File: config.mk
export PLATFORM = sky130hd
export DESIGN_NAME = regfile_param_flat
export DESIGN_NICKNAME = d
export VERILOG_FILES = /design/src/rtl/regfile_pkg.sv /design/src/rtl/regfile_param_if.sv /design/src/rtl/regfile_param_reg_word.sv /design/src/rtl/regfile_param.sv /design/src/flat_wrapper.sv
export SDC_FILE = /design/constraint.sdc
export NUM_CORES = 1
export LEC_CHECK = 0
export ABC_AREA = 1
export CAP_MARGIN = 10
export CORE_AREA = 2 2 137 139
export DETAILED_ROUTE_END_ITERATION = 16
export DIE_AREA = 0 0 139 141
export PLACE_DENSITY = 0.72
export SLEW_MARGIN = 30
export SYNTH_ARGS = -nofsm -noshare
export SYNTH_HDL_FRONTEND = slang
export SYNTH_SLANG_ARGS = --single-unit
File: constraint.sdc
create_clock -name clkpos -period 5.5 [get_ports clkpos]
set_input_delay 1.1 -clock clkpos [delete_from_list [all_inputs] [get_ports clkpos]]
set_output_delay 1.1 -clock clkpos [all_outputs]
set_load 0.02 [all_outputs]
File: src/rtl/regfile_pkg.sv
// Shared constants and types for the parametrised MIPS25 register file.
package regfile_pkg;
    localparam int RF_WIDTH = 16;
    localparam int RF_NREGS = 8;
    localparam int RF_AW    = $clog2(RF_NREGS);
    localparam int CNT_W    = 8;
    localparam int CNT_MAX  = 255;

    typedef logic [RF_AW-1:0] rf_addr_t;
endpackage

File: src/rtl/regfile_param_if.sv
// Register-file port bundle: write port, two read ports and the write counter.
interface regfile_param_if
    import regfile_pkg::*;
#(
    parameter int WIDTH = RF_WIDTH,
    parameter int AW    = RF_AW
);
    logic             clr;
    logic             we;
    logic [AW-1:0]    waddr;
    logic [WIDTH-1:0] wdata;
    logic             re_a;
    logic [AW-1:0]    raddr_a;
    logic [WIDTH-1:0] rdata_a;
    logic             re_b;
    logic [AW-1:0]    raddr_b;
    logic [WIDTH-1:0] rdata_b;
    logic [CNT_W-1:0] wr_cnt;

    // Writeback/decode side.
    modport master (
        output clr, we, waddr, wdata, re_a, raddr_a, re_b, raddr_b,
        input  rdata_a, rdata_b, wr_cnt
    );

    // Register-file side.
    modport slave (
        input  clr, we, waddr, wdata, re_a, raddr_a, re_b, raddr_b,
        output rdata_a, rdata_b, wr_cnt
    );
endinterface

File: src/rtl/regfile_param_reg_word.sv
// One storage word: async reset, synchronous clear, load enable.
module reg_word
    import regfile_pkg::*;
#(
    parameter int WIDTH = RF_WIDTH
) (
    input  logic             clk,
    input  logic             rst,
    input  logic             clr,
    input  logic             load,
    input  logic [WIDTH-1:0] d,
    output logic [WIDTH-1:0] q
);
    // Clear beats load so a same-cycle write never survives a bulk clear.
    always_ff @(posedge clk or posedge rst) begin
        if (rst)       q <= '0;
        else if (clr)  q <= '0;
        else if (load) q <= d;
    end
endmodule

File: src/rtl/regfile_param.sv
// NREGS x WIDTH register file: one write port, two registered read ports,
// write-to-read bypass, optional hardwired zero entry, bulk clear, write counter.
module regfile_param
    import regfile_pkg::*;
#(
    parameter int WIDTH    = RF_WIDTH,
    parameter int NREGS    = RF_NREGS,
    parameter int AW       = $clog2(NREGS),
    parameter int ZERO_REG = 1
) (
    input  logic            clkpos,
    input  logic            rst,
    regfile_param_if.slave  bus
);
    logic [NREGS-1:0][WIDTH-1:0] entries;
    logic [WIDTH-1:0]            val_a, val_b;
    logic [WIDTH-1:0]            rdata_a, rdata_b;
    logic [CNT_W-1:0]            cnt;
    logic                        wr_ok;

    // Dropped writes (clear, or entry 0 when hardwired) never reach storage or the counter.
    assign wr_ok = bus.we && !bus.clr && !((ZERO_REG != 0) && (bus.waddr == '0));

    for (genvar i = 0; i < NREGS; i++) begin : g_word
        if ((ZERO_REG != 0) && (i == 0)) begin : g_zero
            assign entries[i] = '0;
        end else begin : g_reg
            reg_word #(.WIDTH(WIDTH)) u_word (
                .clk  (clkpos),
                .rst  (rst),
                .clr  (bus.clr),
                .load (wr_ok && (bus.waddr == AW'(i))),
                .d    (bus.wdata),
                .q    (entries[i])
            );
        end
    end

    // Read value: stored word, overridden by same-cycle write, overridden by clear.
    always_comb begin
        val_a = entries[bus.raddr_a];
        val_b = entries[bus.raddr_b];
        if (wr_ok && (bus.waddr == bus.raddr_a)) val_a = bus.wdata;
        if (wr_ok && (bus.waddr == bus.raddr_b)) val_b = bus.wdata;
        if (bus.clr) begin
            val_a = '0;
            val_b = '0;
        end
    end

    // Registered read ports; a disabled port holds its last value.
    always_ff @(posedge clkpos or posedge rst) begin
        if (rst) begin
            rdata_a <= '0;
            rdata_b <= '0;
        end else begin
            if (bus.re_a) rdata_a <= val_a;
            if (bus.re_b) rdata_b <= val_b;
        end
    end

    // Saturating count of accepted writes since reset or clear.
    always_ff @(posedge clkpos or posedge rst) begin
        if (rst)                                  cnt <= '0;
        else if (bus.clr)                         cnt <= '0;
        else if (wr_ok && (cnt != CNT_W'(CNT_MAX))) cnt <= cnt + 1'b1;
    end

    assign bus.rdata_a = rdata_a;
    assign bus.rdata_b = rdata_b;
    assign bus.wr_cnt  = cnt;
endmodule

File: src/flat_wrapper.sv
// flat-port wrapper written by rule: the top's interface ports become plain ports
module regfile_param_flat import regfile_pkg::*;
#(
    parameter int WIDTH    = RF_WIDTH,
    parameter int NREGS    = RF_NREGS,
    parameter int AW       = $clog2(NREGS),
    parameter int ZERO_REG = 1
)
  (clkpos, rst, bus_clr, bus_we, bus_waddr, bus_wdata, bus_re_a, bus_raddr_a, bus_re_b, bus_raddr_b, bus_rdata_a, bus_rdata_b, bus_wr_cnt);
  regfile_param_if #(.WIDTH(WIDTH), .AW(AW)) bus_i ();
  input  logic clkpos;
  input  logic rst;
  input wire logic [$bits(bus_i.clr)-1:0] bus_clr;
  input wire logic [$bits(bus_i.we)-1:0] bus_we;
  input wire logic [$bits(bus_i.waddr)-1:0] bus_waddr;
  input wire logic [$bits(bus_i.wdata)-1:0] bus_wdata;
  input wire logic [$bits(bus_i.re_a)-1:0] bus_re_a;
  input wire logic [$bits(bus_i.raddr_a)-1:0] bus_raddr_a;
  input wire logic [$bits(bus_i.re_b)-1:0] bus_re_b;
  input wire logic [$bits(bus_i.raddr_b)-1:0] bus_raddr_b;
  output wire logic [$bits(bus_i.rdata_a)-1:0] bus_rdata_a;
  output wire logic [$bits(bus_i.rdata_b)-1:0] bus_rdata_b;
  output wire logic [$bits(bus_i.wr_cnt)-1:0] bus_wr_cnt;
  assign bus_i.clr = bus_clr;
  assign bus_i.we = bus_we;
  assign bus_i.waddr = bus_waddr;
  assign bus_i.wdata = bus_wdata;
  assign bus_i.re_a = bus_re_a;
  assign bus_i.raddr_a = bus_raddr_a;
  assign bus_i.re_b = bus_re_b;
  assign bus_i.raddr_b = bus_raddr_b;
  assign bus_rdata_a = bus_i.rdata_a;
  assign bus_rdata_b = bus_i.rdata_b;
  assign bus_wr_cnt = bus_i.wr_cnt;
  regfile_param #(.WIDTH(WIDTH), .NREGS(NREGS), .AW(AW), .ZERO_REG(ZERO_REG)) u_core (.clkpos(clkpos), .rst(rst), .bus(bus_i));
endmodule
# After elaboration in Yosys (flattened, before gate mapping)
# Cells that the tools add are included.
[word_totals]
register_bits = 152
input_bits = 31
word_cells = 70
[classes]
add_sub_neg = 1
n_lt_le_gt_ge = 2
n_eq_ne = 10
muxes = 24
reduce_logical = 23
[ops]
columns = ["cell", "n"]
rows = [
  ["two-way mux 16 bit", 20],
  ["binary-select mux 16 bit (select 3 bit)", 2],
  ["two-way mux 8 bit", 2],
  ["nonzero test 2 bit", 8],
  ["== test 3 bit (second input constant)", 4],
  ["logical AND 1 bit", 12],
  ["adder 8 x 1 -> 8 bit (second input constant)", 1],
  ["less-than comparator 3 x 4 -> 1 bit (second input constant)", 2],
  ["inequality test 8 bit (second input constant)", 1],
  ["== test 3 x 2 -> 1 bit (second input constant)", 2],
  ["== test 3 bit", 2],
  ["== test 3 x 1 -> 1 bit (second input constant)", 1],
  ["logical NOT 3 bit", 1],
  ["logical NOT 1 bit", 2],
]

# Logic depth before layout (Yosys ltp)
# Gate-level depths: netlist of run 1.
[depth]
ltp_word = 6
mapped_depth = 11
mapped_depth_nobuf = 9

# Modules after synthesis
# From an unflattened synthesis of run 1, not the netlist that was laid out.
[unflattened]
cells_unflattened = 1383
area_unflattened_um2 = 9206.3
[modules_own_cells]
columns = ["mod", "n_inst", "cells_each", "area_per_inst_um2", "seq_area_each_um2"]
rows = [
  ["regfile_param", 1, 886, 4625.7, 1001.0],
  ["reg_word", 7, 71, 654.4, 400.4],
]

# Worst setup path before layout of run 1
# No wires, ideal clock.
[synth_timing]
path_kind = "input-to-reg"
from = "in bus_we"
to = "reg u_core.g_word[3].g_reg.u_word.q[10]"
setup_time_ns = 0.125
arrival_ns = 2.106
slack_ns = 3.270
stages = 6
path_cell_list = "inv_1 > nor2_1 > nand3_1 > nand2_1 > buf_4 > mux2_2"
[synth_via]
elab_chain_len = 4
[synth_lines]
columns = ["element", "line", "rtl"]
rows = [
  ["from (decl)", "flat_wrapper.sv:14", "input wire logic [$bits(bus_i.we)-1:0] bus_we;"],
  ["logical AND 1 bit (2 in series)", "regfile_param.sv:22", "assign wr_ok = bus.we && !bus.clr && !((ZERO_REG != 0) && (bus.waddr == '0));"],
  ["logical AND 1 bit", "regfile_param.sv:32", ".load (wr_ok && (bus.waddr == AW'(i))),"],
  ["nonzero test 2 bit (no line)", "-", ""],
  ["to (signal assigned)", "regfile_param_reg_word.sv:16", "if (rst) q <= '0;"],
  ["to (signal assigned)", "regfile_param_reg_word.sv:17", "else if (clr) q <= '0;"],
  ["to (signal assigned)", "regfile_param_reg_word.sv:18", "else if (load) q <= d;"],
  ["to (decl)", "regfile_param_reg_word.sv:12", "output logic [WIDTH-1:0] q"],
]
# No other way between the ends.
# A chain may end at the register's enable or synchronous reset.

# Final worst setup path of run 1
[layout_timing]
from = "in bus_raddr_a[2]"
to = "reg u_core.rdata_a[12] (netlist: u_core.bus.rdata_a[12])"
[layout_via]
elab_chain_len = 4
elab_cells_between_ends = 6
cone_classes = "1 x eq/ne; 4 x mux; 1 x reduce/logical"
[layout_lines]
columns = ["element", "line", "rtl"]
rows = [
  ["from (decl)", "flat_wrapper.sv:18", "input wire logic [$bits(bus_i.raddr_a)-1:0] bus_raddr_a;"],
  ["binary-select mux 16 bit (select 3 bit) or == test 3 bit (tied branches)", "regfile_param.sv:41, regfile_param.sv:43", ""],
  ["two-way mux 16 bit (not written as such) or logical AND 1 bit (tied branches)", "regfile_param.sv:41, regfile_param.sv:43", ""],
  ["two-way mux 16 bit (*)", "regfile_param.sv:43", "if (wr_ok && (bus.waddr == bus.raddr_a)) val_a = bus.wdata;"],
  ["two-way mux 16 bit (*)", "regfile_param.sv:45", "if (bus.clr) begin"],
  ["to (signal assigned)", "regfile_param.sv:57", "if (bus.re_a) rdata_a <= val_a;"],
  ["to (decl)", "regfile_param.sv:17", "logic [WIDTH-1:0] rdata_a, rdata_b;"],
]
# Mark *: on every way between the ends. The rest lies on a longest branch, timed or not. The select of a mux whose other input is x is not followed.

==> results of run 1 <==
report_power, final:
group          switching (W)  total, W  internal (W)
combinational       0.000357  0.000563      0.000205
clock               0.000457   0.00123      0.000778
sequential         0.0000721   0.00128       0.00121
area by class of cell:
| class | count | area [um^2] | share of cell area |
|---|---|---|---|
| repair buffers | 86 | 810.8 | 0.07914 |
| inverters | 56 | 215.2 | 0.02101 |
| multi-input cells | 947 | 4512 | 0.4404 |
| flip-flops and latches | 152 | 3804 | 0.3713 |
| clock inverters | 8 | 146.4 | 0.01429 |
| well taps | 234 | 292.8 | 0.02858 |
| clock buffers | 22 | 464.2 | 0.04531 |
critical path: stages:
cell	delay, ps
clkdlybuf4s50_1	980
inv_2	350
nand2_1	130
nand2_1	90
nor2_4	360
nand3_4	280
nand2_1	200
nand3_1	100
nand2_1	100
cells in the final DEF, fill, tap and decap left out, types with 2 or more instances in the layout:
cell and n:
nor2_1 24, nand2_2 4, nand2_1 614, o21ai_0 36, xor2_1 3, nand4_1 34
buf_4 16, clkbuf_1 3, a21oi_1 3, inv_2 6, nor2_2 3, clkinv_1 2
mux2_1 8, nand3_4 2, buf_2 2, bufinv_16 4, clkdlybuf4s50_1 68, clkbuf_16 17
mux2_2 57, dfrtp_1 152, clkbuf_8 2, clkinv_2 2, inv_1 47, nor2_4 2
xnor2_2 2, nand3_1 150
state kept, by name, indices dropped and copies added (netlist names):
register and cells:
u_core.bus.rdata_a 16, u_core.bus.rdata_b 16, u_core.bus.wr_cnt 8, u_core.g_word.g_reg.u_word.q 112
routing by layer:
layer  vias up  wire length [um]
met2       355             12670
met5         -                 0
li1       3997                 -
met4         0              1183
met1      4050             11220
met3        80              1809
cell usage after synthesis (all sizes together):
library cell,number
buf,48
ha,1
o31ai,1
nand2,618
clkinv,2
a21oi,4
nand4,34
o21a,1
nor2,29
xnor2,3
dfrtp,152
o21ai,36
xor2,3
mux2,65
clkbuf,24
nand3,152
inv,54
per-stage QoR:
| step | cell area, um^2 | std cells | power [W] | hold WS (ps) | worst slack [ps] |
|---|---|---|---|---|---|
| detailed placement | 9634 | 1475 | 0.001858 | 467.0 | 1806 |
| global route | 10240 | 1505 | 0.003203 | 507.1 | 2050 |
| global placement | 9629 | 1475 | 0.001846 | 467.6 | 1835 |
| finish | 10240 | 1505 | 0.003081 | 482.7 | 2150 |
| CTS | 10240 | 1505 | 0.003088 | 483.0 | 2196 |
| floorplan | 8861 | 1227 | 0.001654 | 463.7 | 306.9 |
kinds of logic (layout without fill, tap and decap cells):
family,Yosys count,after routing
compound gates,42,42
xor+xnor,6,6
mux,65,65
flops,152,152
buf+inv,128,172
fa+ha+maj,1,1
simple gates,833,833
worst paths after layout:
check	start	endpoint	slack, ps	cells after the start
worst max-delay path	bus_raddr_a[2]	u_core.bus.rdata_a[12]	2150	9
max in group asynchronous	rst	u_core.bus.rdata_a[13]	3290	3
worst min register to register	u_core.bus.rdata_a[8]	u_core.bus.rdata_a[8]	480	2
min in group asynchronous	rst	u_core.g_word[5].g_reg.u_word.q[13]	1220	2
worst max register to register	u_core.bus.wr_cnt[0]	u_core.bus.wr_cnt[6]	3920	9
worst min-delay path	u_core.bus.rdata_a[8]	u_core.bus.rdata_a[8]	480	2
==> flow_metrics.py, run 1 <==
metrics = {
    "drt": {
        "first_pass_iters": 7,
        "wirelength_um": 26890,
        "drc": 0,
        "ant_nets": 0,
        "via_count": 8482,
        "drtIter0Drc": 889,
        "wl_per_cell_um": 17.87,
        "vias_per_cell": 5.636,
    },
    "cts": {
        "cts_max_path_buffers": 2,
        "cts.hold.buffers_added": 0,
        "cts-resized-gates": 0,
        "clock-sinks": 152,
        "cts.clk_slew.worst_paths_ps": 60,
        "cts_buffers": 17,
        "post-cts-setup-buffers": 0,
        "cts_root_buffer": "clkbuf_16",
        "cts_tree": "built",
        "clk-insertion-delay-late_ps": 430,
        "cts.htree.levels": 4,
    },
    "yosys": {
        "yosysTopAreaCellShare": 0.4293,
        "synth_seq_area_share": 0.4293,
        "yosysUniqueCellTypes": 28,
        "synth_largest_area_cell": "dfrtp_1",
        "syn_nets": 1259,
        "syn_area_per_cell_um2": 7.222,
        "syn_area_um2": 8861,
        "muxShareOfSynthArea": 0.08260,
        "syn_inst": 1227,
        "synthAdderAreaFrac": 0.001412,
        "synth-compound-area-share": 0.02612,
        "yosys-top-cells-area": "dfrtp_1 (43%), nand2_1 (26%), nand3_1 (8.5%)",
        "synthSimpleGateAreaFrac": 0.3899,
        "synth_warnings": 0,
        "synth_top_family_by_area": "simple AND/OR/NAND/NOR gates",
        "synth-xor-area-share": 0.007625,
        "synth-seq-cells": 152,
    },
    "die": {
        "die_h_um": 141,
        "die_w_um": 139,
        "pin_count": 71,
        "coreArea_um2": 18270,
        "start_util": 0.4851,
        "design.die.area_um2": 19600,
        "num_rows": 50,
    },
    "layout": {
        "drive_above_1_share": 0.09756,
        "fill_cells": 1711,
        "area_growth_syn_to_layout_pct": 15.62,
        "nNetsFinal": 1292,
        "antennaDiodeCount": 0,
        "fin_util": 0.5608,
    },
    "run": {
        "cap_violations": 0,
    },
    "global_routing": {
        "grt_use_met3": 0.04721,
        "grt_first_pass_wirelength_um": 43270,
        "grt_overflow": 0,
        "grtUsageTotal": 0.2794,
        "grt-busiest-layer": "met2",
        "grt_max_degree": 90,
        "grt_pass1_vias": 8168,
        "grt.met1_usage": 0.3684,
        "antenna_found_initial": 0,
        "use_met2": 0.4511,
    },
    "worst_setup_path": {
        "crit_fanout": 18,
        "cp.arrival_ps": 3720,
        "crit_required_ps": 5870,
        "startpoint_type": "primary input",
        "path_class": "primary input to register",
        "end_kind": "register",
    },
    "status": {
        "outcome": "finished, final reports clean",
    },
    "sta": {
        "finalCriticalPeriod_ps": 3350,
        "finalHoldViolCount": 0,
        "maxSlewViolCount": 0,
        "skew_ps": 10.01,
        "layout_worst_path_cycle_share": 0.6091,
        "rsz0062_at_grt": "false",
        "slew_headroom": 0.3639,
        "setup_violations": 0,
        "worst_slew_pin_slew_ps": 949.5,
        "fmax_ghz": 0.2985,
        "fin_tns_setup_ps": 0,
    },
    "min_path": {
        "hold_class": "register to register",
    },
    "place": {
        "port-buffer-count": 70,
        "place_congestion": 0.8731,
        "dp_hpwl_um": 16960,
    },
    "power_and_ir_drop": {
        "p_leak_nw": 5.137,
        "pwr_density_cell_nw_per_um2": 300.7,
        "vdd_drop_max_mv": 0.2341,
    },
}
Power figures use the tool's default switching activity.
==> run 2: changes to the inputs <==
==> constraint.sdc (replaced) <==
create_clock -name clkpos -period 2.69 [get_ports clkpos]
set_input_delay 0.538 -clock clkpos [delete_from_list [all_inputs] [get_ports clkpos]]
set_output_delay 0.538 -clock clkpos [all_outputs]
set_load 0.02 [all_outputs]
==> flow_metrics.py, run 2 (synthesis gave the netlist of run 1 again) <==
metrics = {
    "sta": {
        "skew_ps": 6.047,
        "finalCriticalPeriod_ps": 2321,
        "worst_slew_pin_slew_ps": 1020,
        "holdWs_ps": 468.5,
        "maxSlewViolCount": 0,
        "slew_headroom": 0.3169,
        "fmax_ghz": 0.4308,
        "worst_slack_ps": 368.5,
        "setup_violations": 0,
        "fin_tns_setup_ps": 0,
        "layout_worst_path_cycle_share": 0.8630,
        "finalHoldViolCount": 0,
        "rsz0062_at_grt": "false",
    },
    "cts": {
        "cts_root_buffer": "clkbuf_16",
        "post-cts-setup-buffers": 0,
        "clock-sinks": 152,
        "cts.hold.buffers_added": 0,
        "cts.htree.levels": 4,
        "clk-insertion-delay-late_ps": 430,
        "cts.clk_slew.worst_paths_ps": 60,
        "cts_max_path_buffers": 2,
        "cts-resized-gates": 0,
        "cts_tree": "built",
        "cts_buffers": 17,
    },
    "global_routing": {
        "antenna_found_initial": 0,
        "grt_pass1_vias": 8232,
        "grt_max_degree": 55,
        "grtUsageTotal": 0.2832,
        "grt_overflow": 0,
        "grt_first_pass_wirelength_um": 43740,
    },
    "die": {
        "design.die.area_um2": 19600,
        "die_w_um": 139,
        "die_h_um": 141,
        "coreArea_um2": 18270,
        "num_rows": 50,
        "start_util": 0.4851,
        "pin_count": 71,
    },
    "power_and_ir_drop": {
        "finalPower_w": 0.006520,
        "pwr_density_cell_nw_per_um2": 618.9,
        "vdd_drop_max_mv": 0.4892,
        "p_leak_nw": 5.284,
    },
    "worst_setup_path": {
        "crit_top_cell": "nand2_1",
        "startpoint": "bus_waddr[1]",
        "max_stage_delay_ps": 890,
        "path_class": "primary input to register",
        "path_cells": "clkdlybuf4s50_1 > xnor2_2 > nand3_4 > nand2_1 > nand3_1 > nand2_1",
        "startpoint_type": "primary input",
        "crit_path_top_delay_cell": "xnor2_2",
        "end_kind": "register",
        "r2r_start": "u_core.bus.wr_cnt[0]",
        "crit_required_ps": 3050,
        "crit_fanout": 17,
        "cp.arrival_ps": 2680,
    },
    "place": {
        "place_congestion": 0.8718,
        "dp_hpwl_um": 17470,
        "pre_cts_ws_ps": 13.76,
        "placed_area_um2": 9878,
        "port-buffer-count": 70,
    },
    "run": {
        "cap_violations": 0,
    },
    "layout": {
        "largestRegisters": "u_core.g_word.g_reg.u_word.q: 112 flops, u_core.bus.rdata_a: 16 flops, u_core.bus.rdata_b: 16 flops",
        "antennaDiodeCount": 0,
        "largest_reg_flops": 112,
        "mostFrequentLayoutCells": "nand2_1 (614), dfrtp_1 (152), nand3_1 (150)",
        "largest_register": "u_core.g_word.g_reg.u_word.q",
        "area_growth_syn_to_layout_pct": 18.89,
        "nNetsFinal": 1313,
        "final_area_um2": 10540,
        "final_common_cell": "nand2_1",
        "drive_above_1_share": 0.1151,
    },
    "drt": {
        "drc": 0,
        "via_count": 8623,
        "vias_per_cell": 5.643,
        "first_pass_iters": 5,
        "drtIter0Drc": 864,
        "ant_nets": 0,
        "wl_per_cell_um": 17.80,
        "wirelength_um": 27200,
    },
    "min_path": {
        "hold_class": "primary input to asynchronous set/reset pin",
    },
    "status": {
        "outcome": "finished, final reports clean",
    },
}
==> run 2: per-layer routing <==
layer | up-vias | part of all wire | global-route usage
li1 | 4038 | - | -
met1 | 4086 | 0.42 | 0.3790
met2 | 418 | 0.46 | 0.4449
met3 | 81 | 0.076 | 0.04688
met4 | 0 | 0.051 | 0.1489
met5 | - | 0 | 0
==> run 2: final cells by class <==
type,count,area [um^2]
Clock buffer,19,442.9
Clock inverter,13,214.0
Fill cell,1697,7732
Inverter,56,214.0
Multi-Input combinational cell,947,4512
Sequential cell,152,3804
Tap cell,234,292.8
Timing Repair Buffer,107,1056
==> run 2: final timing paths <==
kind | endpoint | slack [ps] | cells past startpoint
setup / recovery | u_core.bus.rdata_b[4] | 370 | 6
hold / removal | u_core.g_word[3].g_reg.u_word.q[3] | 470 | 2
setup reg to reg | u_core.bus.wr_cnt[3] | 1120 | 9
hold reg to reg | u_core.bus.rdata_a[12] | 480 | 2
max in group asynchronous | u_core.g_word[3].g_reg.u_word.q[13] | 1550 | 3
min in group clkpos | u_core.bus.rdata_a[12] | 480 | 2
==> run 2: per-stage QoR <==
step | cells | utilization
3_3_place_gp | 1496 | 0.5405
3_5_place_dp | 1496 | 0.5408
5_1_grt | 1528 | 0.5767
4_1_cts | 1528 | 0.5767
6_report | 1528 | 0.5767
2_1_floorplan | 1227 | -
==> run 2: power by group <==
group          switching [W]  internal (W)
clock                0.00102       0.00168
sequential          0.000145       0.00247
combinational       0.000742      0.000457
==> run 2: worst max-delay path: cells and delay by family <==
kind | cells | cell delay [ps]
XOR/XNOR | 1 | 890
AND/OR/NAND/NOR | 4 | 650
buffers and inverters | 1 | 590
==> run 3: changes to the inputs <==
--- a/config.mk
+++ b/config.mk
@@ -7,10 +7,13 @@
 export LEC_CHECK = 0
 export ABC_AREA = 1
 export CAP_MARGIN = 10
-export CORE_AREA = 2 2 137 139
+export CELL_PAD_IN_SITES_DETAIL_PLACEMENT = 1
+export CELL_PAD_IN_SITES_GLOBAL_PLACEMENT = 1
+export CORE_AREA = 2 2 152 154
+export CTS_BUF_LIST = sky130_fd_sc_hd__clkbuf_4 sky130_fd_sc_hd__clkbuf_8
 export DETAILED_ROUTE_END_ITERATION = 16
-export DIE_AREA = 0 0 139 141
-export PLACE_DENSITY = 0.72
+export DIE_AREA = 0 0 154 156
+export PLACE_DENSITY_LB_ADDON = 0.1
 export SLEW_MARGIN = 30
 export SYNTH_ARGS = -nofsm -noshare
 export SYNTH_HDL_FRONTEND = slang
==> constraint.sdc (replaced) <==
create_clock -name clkpos -period 2.69 [get_ports clkpos]
set_input_delay 0.269 -clock clkpos [delete_from_list [all_inputs] [get_ports clkpos]]
set_output_delay 0.269 -clock clkpos [all_outputs]
set_load 0.02 [all_outputs]
==> flow_metrics.py, run 3 (synthesis gave the netlist of run 1 again) <==
metrics = {
    "cts": {
        "clk-insertion-delay-late_ps": 480,
        "post-cts-setup-buffers": 0,
        "cts_root_buffer": "clkbuf_8",
        "cts_buffers": 17,
        "cts-resized-gates": 0,
        "cts.htree.levels": 4,
        "cts_max_path_buffers": 2,
        "cts.hold.buffers_added": 0,
        "cts_tree": "built",
        "clock-sinks": 152,
        "cts.clk_slew.worst_paths_ps": 90,
    },
    "global_routing": {
        "antenna_found_initial": 0,
        "grtUsageTotal": 0.2722,
        "grt_max_degree": 65,
        "grt_pass1_vias": 8955,
        "grt_overflow": 0,
        "grt_first_pass_wirelength_um": 50460,
    },
    "place": {
        "dp_hpwl_um": 20910,
        "pre_cts_ws_ps": 177.6,
        "placed_area_um2": 9869,
        "place_congestion": 0.8326,
        "port-buffer-count": 70,
    },
    "drt": {
        "vias_per_cell": 5.372,
        "wl_per_cell_um": 19.77,
        "drc": 0,
        "via_count": 8434,
        "ant_nets": 0,
        "wirelength_um": 31040,
        "drtIter0Drc": 458,
        "first_pass_iters": 5,
    },
    "sta": {
        "maxSlewViolCount": 0,
        "finalHoldViolCount": 0,
        "skew_ps": 15.10,
        "fin_tns_setup_ps": 0,
        "rsz0062_at_grt": "false",
        "setup_violations": 0,
        "worst_slack_ps": 698.2,
        "slew_headroom": 0.4461,
        "worst_slew_pin_slew_ps": 829.9,
        "layout_worst_path_cycle_share": 0.7404,
        "finalCriticalPeriod_ps": 1992,
        "fmax_ghz": 0.5021,
    },
    "layout": {
        "final_common_cell": "nand2_1",
        "fill_cells": 2853,
        "mostFrequentLayoutCells": "nand2_1 (614), dfrtp_1 (152), nand3_1 (150)",
        "largest_register": "u_core.g_word.g_reg.u_word.q",
        "multiInputGateArea_um2": 4523,
        "antennaDiodeCount": 0,
        "ff_latch_area_um2": 3804,
        "largestRegisters": "u_core.g_word.g_reg.u_word.q: 112 flops, u_core.bus.rdata_a: 16 flops, u_core.bus.rdata_b: 16 flops",
        "drive_above_1_share": 0.1097,
        "largest_reg_flops": 112,
        "nNetsFinal": 1305,
        "area_growth_syn_to_layout_pct": 16.63,
        "final_area_um2": 10330,
    },
    "power_and_ir_drop": {
        "vdd_drop_max_mv": 0.2994,
        "pwr_density_cell_nw_per_um2": 573.4,
        "p_leak_nw": 5.155,
    },
    "worst_setup_path": {
        "r2r-end": "u_core.bus.wr_cnt[3]",
        "r2r_start": "u_core.bus.wr_cnt[0]",
        "rr_worst_depth": 9,
        "cp.arrival_ps": 2410,
        "ff2ff_setup_slack_ps": 1030,
        "crit_fanout": 17,
        "startpoint_type": "primary input",
        "crit_required_ps": 3110,
        "path_class": "primary input to register",
        "end_kind": "register",
    },
    "status": {
        "outcome": "finished, final reports clean",
    },
    "die": {
        "design.die.area_um2": 24020,
        "die_h_um": 156,
        "start_util": 0.3962,
        "pin_count": 71,
        "num_rows": 55,
        "die_w_um": 154,
        "coreArea_um2": 22370,
    },
    "min_path": {
        "hold_class": "primary input to asynchronous set/reset pin",
    },
    "run": {
        "cap_violations": 0,
    },
}
[run 3: through the flow]
stage                 util  std cells  hold WS, ps  power (W)
floorplan                -       1227        463.7   0.003382
global placement    0.4411       1539        462.8   0.003857
detailed placement  0.4413       1539        470.6   0.003884
CTS                 0.4616       1570        115.1   0.005967
global route        0.4621       1570        140.7   0.006201
finish              0.4621       1570        119.3   0.005926
[run 3: worst max path at each step]
stage / start / endpoint / slack (ps) / depth (start not counted)
6_report: bus_waddr[1] / u_core.bus.rdata_a[2] / 700 / 9
5_1_grt: bus_waddr[1] / u_core.bus.rdata_a[2] / 550 / 9
4_1_cts: bus_waddr[1] / u_core.bus.rdata_b[0] / 670 / 6
3_5_place_dp: bus_waddr[1] / u_core.bus.rdata_b[9] / 180 / 6
3_3_place_gp: bus_waddr[1] / u_core.bus.rdata_b[13] / 200 / 6
2_1_floorplan: rst / u_core.bus.rdata_a[0] / 500 / 1
[run 3: power by group]
group	total, W	switching (W)	internal [W]
Sequential	0.00262	0.000152	0.00247
Clock	0.00209	0.000958	0.00114
Combinational	0.00121	0.000761	0.000448
Total	0.00593	0.00187	0.00405
[run 3: per-layer routing]
metal,vias to the layer above,GRT usage,share of wire,wire (um)
met4,0,0.1188,0.037,1148
met5,-,0,0,0
met3,50,0.02944,0.022,673
met1,4241,0.3501,0.45,13890
met2,127,0.4662,0.49,15330
li1,4016,-,-,-
[run 3: area by class of cell]
cell class                      count  share of cell area
Inverter                           56             0.02070
Sequential cell                   152              0.3680
Tap cell                          285             0.03450
Multi-Input combinational cell    947              0.4377
Clock buffer                       20             0.02482
Clock inverter                     11             0.01913
Timing Repair Buffer               99             0.09516
[run 3: worst max-delay path, cell delays in order]
cell	delay [ps]
clkdlybuf4s50_1	760
inv_2	130
nand2_1	80
nand2_1	100
nor2_4	400
nand3_4	300
nand2_1	140
nand3_1	100
nand2_1	120
